File: src/rtl/multicycle_ctrl.sv
// -----------------------------------------------------------------------------
// multicycle_ctrl
//
// Multicycle sequencer for the MIPS-subset datapath. Steps each instruction
// through fetch / decode / execute / memory / writeback and drives every
// datapath enable and mux select from the state register. FETCH outputs are
// additionally gated by mem_ready so the PC and IR only load once the
// instruction word has actually arrived.
//
// Optional feature: define JUMP_EN to build the JUMP state (opcode 000010).
// Without it, opcode 000010 decodes as illegal and pcsrc never reads 10.
//
// Ports
//   clk        in   rising-edge clock
//   rst_n      in   synchronous reset, active-low
//   opcode     in   instr[31:26] from the IR (used in DECODE and MEMADR)
//   mem_ready  in   memory completed the current access this cycle
//   pcwrite    out  unconditional PC load
//   branch     out  PC load qualified by ALU zero
//   iord       out  memory address select (0 = PC, 1 = ALUOut)
//   memwrite   out  memory write strobe
//   irwrite    out  instruction register load
//   memtoreg   out  register write data select (1 = MDR)
//   regdst     out  destination register select (1 = rd)
//   regwrite   out  register file write enable
//   alusrca    out  ALU A select (0 = PC, 1 = A)
//   alusrcb    out  ALU B select (00 B, 01 4, 10 imm, 11 imm<<2)
//   aluop      out  00 add, 01 sub, 10 use funct
//   pcsrc      out  00 ALU result, 01 ALUOut, 10 jump target
//   illegal    out  pulse during DECODE of an unsupported opcode
//   state      out  current state, for debug
// -----------------------------------------------------------------------------
module multicycle_ctrl #(
    parameter int STATE_W = 4
) (
    input  logic               clk,
    input  logic               rst_n,
    input  logic [5:0]         opcode,
    input  logic               mem_ready,
    output logic               pcwrite,
    output logic               branch,
    output logic               iord,
    output logic               memwrite,
    output logic               irwrite,
    output logic               memtoreg,
    output logic               regdst,
    output logic               regwrite,
    output logic               alusrca,
    output logic [1:0]         alusrcb,
    output logic [1:0]         aluop,
    output logic [1:0]         pcsrc,
    output logic               illegal,
    output logic [STATE_W-1:0] state
);

    localparam logic [5:0] OP_RTYPE = 6'b000000;
    localparam logic [5:0] OP_LW    = 6'b100011;
    localparam logic [5:0] OP_SW    = 6'b101011;
    localparam logic [5:0] OP_BEQ   = 6'b000100;
    localparam logic [5:0] OP_ADDI  = 6'b001000;
`ifdef JUMP_EN
    localparam logic [5:0] OP_J     = 6'b000010;
`endif

    typedef enum logic [3:0] {
        S_FETCH  = 4'd0,
        S_DECODE = 4'd1,
        S_MEMADR = 4'd2,
        S_MEMRD  = 4'd3,
        S_MEMWB  = 4'd4,
        S_MEMWR  = 4'd5,
        S_EXEC   = 4'd6,
        S_ALUWB  = 4'd7,
        S_BEQ    = 4'd8,
        S_ADDIEX = 4'd9,
        S_ADDIWB = 4'd10
`ifdef JUMP_EN
        , S_JUMP = 4'd11
`endif
    } state_t;

    state_t r_state;
    state_t w_next;

    // Next-state logic
    always_comb begin
        w_next = S_FETCH;
        case (r_state)
            S_FETCH:  w_next = mem_ready ? S_DECODE : S_FETCH;
            S_DECODE: begin
                case (opcode)
                    OP_LW, OP_SW: w_next = S_MEMADR;
                    OP_RTYPE:     w_next = S_EXEC;
                    OP_BEQ:       w_next = S_BEQ;
                    OP_ADDI:      w_next = S_ADDIEX;
`ifdef JUMP_EN
                    OP_J:         w_next = S_JUMP;
`endif
                    default:      w_next = S_FETCH;
                endcase
            end
            // Only lw/sw reach MEMADR, so anything that is not lw is a store.
            S_MEMADR: w_next = (opcode == OP_LW) ? S_MEMRD : S_MEMWR;
            S_MEMRD:  w_next = mem_ready ? S_MEMWB : S_MEMRD;
            S_MEMWR:  w_next = mem_ready ? S_FETCH : S_MEMWR;
            S_EXEC:   w_next = S_ALUWB;
            S_ADDIEX: w_next = S_ADDIWB;
            default:  w_next = S_FETCH;
        endcase
    end

    always_ff @(posedge clk) begin
        if (!rst_n) r_state <= S_FETCH;
        else        r_state <= w_next;
    end

    // Output decode. During reset everything reads as a stalled FETCH so no
    // enable can fire regardless of where the state register currently is.
    always_comb begin
        pcwrite  = 1'b0;
        branch   = 1'b0;
        iord     = 1'b0;
        memwrite = 1'b0;
        irwrite  = 1'b0;
        memtoreg = 1'b0;
        regdst   = 1'b0;
        regwrite = 1'b0;
        alusrca  = 1'b0;
        alusrcb  = 2'b00;
        aluop    = 2'b00;
        pcsrc    = 2'b00;
        illegal  = 1'b0;
        if (!rst_n) begin
            alusrcb = 2'b01;
        end else begin
            case (r_state)
                S_FETCH: begin
                    alusrcb = 2'b01;
                    irwrite = mem_ready;
                    pcwrite = mem_ready;
                end
                S_DECODE: begin
                    alusrcb = 2'b11;
                    case (opcode)
                        OP_LW, OP_SW, OP_RTYPE, OP_BEQ, OP_ADDI: illegal = 1'b0;
`ifdef JUMP_EN
                        OP_J:    illegal = 1'b0;
`endif
                        default: illegal = 1'b1;
                    endcase
                end
                S_MEMADR: begin
                    alusrca = 1'b1;
                    alusrcb = 2'b10;
                end
                S_MEMRD: iord = 1'b1;
                S_MEMWB: begin
                    regwrite = 1'b1;
                    memtoreg = 1'b1;
                end
                S_MEMWR: begin
                    iord     = 1'b1;
                    memwrite = 1'b1;
                end
                S_EXEC: begin
                    alusrca = 1'b1;
                    aluop   = 2'b10;
                end
                S_ALUWB: begin
                    regwrite = 1'b1;
                    regdst   = 1'b1;
                end
                S_BEQ: begin
                    alusrca = 1'b1;
                    aluop   = 2'b01;
                    pcsrc   = 2'b01;
                    branch  = 1'b1;
                end
                S_ADDIEX: begin
                    alusrca = 1'b1;
                    alusrcb = 2'b10;
                end
                S_ADDIWB: regwrite = 1'b1;
`ifdef JUMP_EN
                S_JUMP: begin
                    pcsrc   = 2'b10;
                    pcwrite = 1'b1;
                end
`endif
                default: ;
            endcase
        end
    end

    assign state = STATE_W'(r_state);

endmodule

File: config.mk
export PLATFORM = sky130hd
export DESIGN_NAME = multicycle_ctrl
export DESIGN_NICKNAME = d
export VERILOG_FILES = /design/src/rtl/multicycle_ctrl.sv
export SDC_FILE = /design/constraint.sdc
export NUM_CORES = 1
export LEC_CHECK = 0
export BUFFER_PORTS_ARGS = -buffer_cell sky130_fd_sc_hd__buf_2
export CORE_MARGIN = 5
export CORE_UTILIZATION = 35
export DETAILED_ROUTE_END_ITERATION = 10
export GPL_TIMING_DRIVEN = 0
export PLACE_DENSITY = 0.74
export SYNTH_ARGS = -nofsm -noshare
export SYNTH_HDL_FRONTEND = slang
export SYNTH_SLANG_ARGS = --single-unit
File: constraint.sdc
create_clock -name clk -period 3.3 [get_ports clk]
set_input_delay 0.66 -clock clk [delete_from_list [all_inputs] [get_ports clk]]
set_output_delay 0.66 -clock clk [all_outputs]
set_load 0.02 [all_outputs]
==> impl.org <==
** Routing
- Dividing the detail-routed wire length by the instance count gives 12.3 um.
- Dividing the detail-routed via count by the number of cells gives 5.39.
- Routed wire length :: 1.50 mm
- In this run the remaining antenna-violating nets after routing total 0.
- The detailed router placed 658 vias in this run.
- The detailed router finished its first iteration with 22 violations.
- Before antenna repair, the detailed router went through 4 iterations.
- For this run, design rule violations remaining after detail routing come to 0.

** Synth
- A synthesized cell averages 7.18 um^2.
- dfxtp_1 takes more of the synthesized area than any other cell.
- The most common cell in the synthesized netlist is nor2_1.
- Sequential element share of the synthesized area :: 0.147
- Post-synth EDFFs :: 0
- Number of instances in the synthesized netlist :: 76
- Synthesis produced a netlist with a net count of 85.
- The Yosys step of the flow raised 0 warnings.
- The netlist uses 37 different library cells.
- Proportion of synthesized flip-flops having asynchronous set or reset :: 0
- Synth area leaders :: dfxtp_1, nor2_1, buf_6, buf_4, o21ai_0
- By count the netlist is led by nor2_1, o21ai_0.
- Post-synthesis register bit count :: 4
- Of the post-synthesis cell area, the dominant cell type holds 0.147.
- Combined area of all synthesized cells :: 546 um^2
- Most frequently used flop master after synthesis :: dfxtp_1

** STA
- Fin. Hold Viols :: 0
- For the final routed database, the setup TNS stands at 0 ps.
- Unrepaired setup endpoints after global routing :: false
- The clock period could shrink to 2380 ps.
- Setup violations remaining at the end of the flow were counted as 0.
- Across the routed clock network, the largest skew measured is 3.92 ps.
- Hold timing on the final database bottoms out at a slack of 704 ps.
- For this run, the top clock speed supported by timing is 420 MHz.
- Period utilisation layout :: 0.722
- Final Max Slew Viols :: 0

** CTS
- The number of gates resized after CTS was 0.
- Clk pin slew, worst setup/hold paths :: 40 ps
- Total clock sinks :: 4
- The longest clock path from root to sink contains 2 buffers.
- CTS built an H-tree with a depth of 1.
- For the worst-skew pair, the clock arrives at the later sink with an insertion delay of 230 ps.
- TritonCTS built the clock tree.
- Clock tree root buffer cell :: clkbuf_4
- Post-CTS setup-driven buffer insertion count :: 0
- Clock buffer count from CTS :: 3
- Hold Buf Count CTS :: 0

** Critical path
- The cell that appears most often on the critical path is buf_2.
- Critical path launch point :: opcode[1]
- Worst Setup Path Type :: in -> out
- Slowest cell on crit path :: or3_1
- Critical Path Max Stage Delay :: 400 ps
- STA classifies the critical path startpoint as an input pin.
- Start of the worst register-to-register path :: state[1]$_SDFF_PN0_
- STA classifies the critical path endpoint as an output pin.
- Data arrival time of the critical path :: 1720 ps
- Required @ worst endpoint :: 2640 ps
- In this run the worst path has a maximum fanout of 3.
- Critical path cell sequence :: buf_2 > or3_1 > o21ai_0 > a2111oi_0 > buf_2

** Min path
- The startpoint identified for the worst hold timing path is state[2]$_SDFF_PN0_.
- The min-delay analysis places its worst path in the category reg -> reg.

** Floorplanning
- The die is 49.5 um tall.
- DIE AREA :: 2450 um^2
- Number of top-level pins :: 29
- For this configuration, the core starts out at a cell density of 0.366.
- Area inside the core boundary :: 1490 um^2
- Die Wd :: 49.5 um
- Num rows :: 14

** Global routing
- Overall Global Routing Usage :: 0.129
- Via count of the first global-routing pass :: 570
- The initial antenna violation count was 0.
- The first global-routing pass estimated 2.53 mm of wire.
- Entering global routing, the biggest net connects 11 pins.
- Remaining Overflow, GRT :: 0

** Place
- During placement, the flow inserted port buffers numbering 27.
- The wire-length estimate of the detail-placed layout is 1.17 mm.
- Cell count after placement :: 119
- Final RePlAce weighted congestion :: 0.796

** Power and ir drop
- The worst-case IR drop observed on VDD is 0.147 mV.
- In this run the power density over the cells is 208 nW/um^2.
- The design draws 0.000151 W.
- The analysis attributes to cell leakage a power of 0.335 nW.

** Cells and area
- After filler insertion, the fill cell instance count of the layout stands at 150.
- The finished layout holds 122 standard cells, fillers aside.
- Fraction of layout instances using a drive strength above 1 :: 0.406
- The final layout contains 117 nets.
- 0 antenna diodes ended up in the layout.
- Largest register FFs :: 4
- Share of the core filled with cells in the final layout :: 0.486
- Area growth from synthesis to layout :: 32.6%

** Flow run
- Number of maximum-capacitance constraint violations :: 0

** Run status
- Result of the run :: finished clean
final timing paths:
| check | end | slack [ps] | cells past startpoint |
|---|---|---|---|
| max | illegal | 920 | 5 |
| min reg2reg | state[3]$_SDFF_PN0_ | 700 | 4 |
| min | state[3]$_SDFF_PN0_ | 700 | 4 |
| max reg2reg | state[2]$_SDFF_PN0_ | 1940 | 5 |
layout by cell type (no fill, tap or decap), types with 2 or more instances in the layout:
cell	instances
buf_2	29
nor2_1	9
o21ai_0	5
nand2_1	4
nor3_1	4
a21oi_1	4
buf_4	4
dfxtp_1	4
buf_6	3
nor4_1	3
nand3_1	3
clkbuf_4	3
inv_1	2
o31ai_1	2
or3_1	2
xnor2_1	2
nand4b_1	2
metal layers:
metal / vias to the layer above / track usage / wire (um)
met1: 302 / 0.158 / 673
met2: 23 / 0.191 / 703
met3: 0 / 0.0452 / 124
met4: 0 / 0.0742 / 0
li1: 333 / - / -
met5: - / 0 / 0
area by class of cell:
| cell class | instances | area (um^2) | share of cell area |
|---|---|---|---|
| buffer | 9 | 73.8 | 0.102 |
| clock buffer | 3 | 22.5 | 0.0311 |
| inverter | 3 | 13.8 | 0.0190 |
| multi-input combinational | 60 | 378 | 0.522 |
| sequential | 4 | 80.1 | 0.111 |
| tap | 16 | 20.0 | 0.0277 |
| timing repair buffer | 27 | 135 | 0.187 |
worst max-delay path, delay by kind of cell:
| kind | cells | cell delay [ps] |
|---|---|---|
| buffers and inverters | 2 | 290 |
| AOI/OAI and AO/OA | 2 | 370 |
| and+or+nand+nor | 1 | 400 |
through the flow:
| stage | setup WS, ps | cell area [um^2] |
|---|---|---|
| 6_report | 918 | 723 |
| 5_1_grt | 833 | 723 |
| 4_1_cts | 906 | 723 |
| 3_5_place_dp | 904 | 701 |
| 3_3_place_gp | 908 | 701 |
| 2_1_floorplan | 661 | 546 |
cells by family (layout without fill, tap and decap cells):
logic type      after synthesis  count (layout)  share of synthesized area
compound gates               20              20                      0.245
simple gates                 36              36                      0.390
mux                           1               1                     0.0183
other cells                   1               1                    0.00687
flops                         4               4                      0.147
xor+xnor                      2               2                     0.0321
buf+inv                      12              42                      0.161
report_power, final:
| group | switching [W] | internal, W |
|---|---|---|
| Sequential | 0.000000774 | 0.0000496 |
| Clock | 0.0000184 | 0.0000406 |
| Combinational | 0.0000246 | 0.0000168 |
Note: power is estimated with default switching activity, not from simulation.
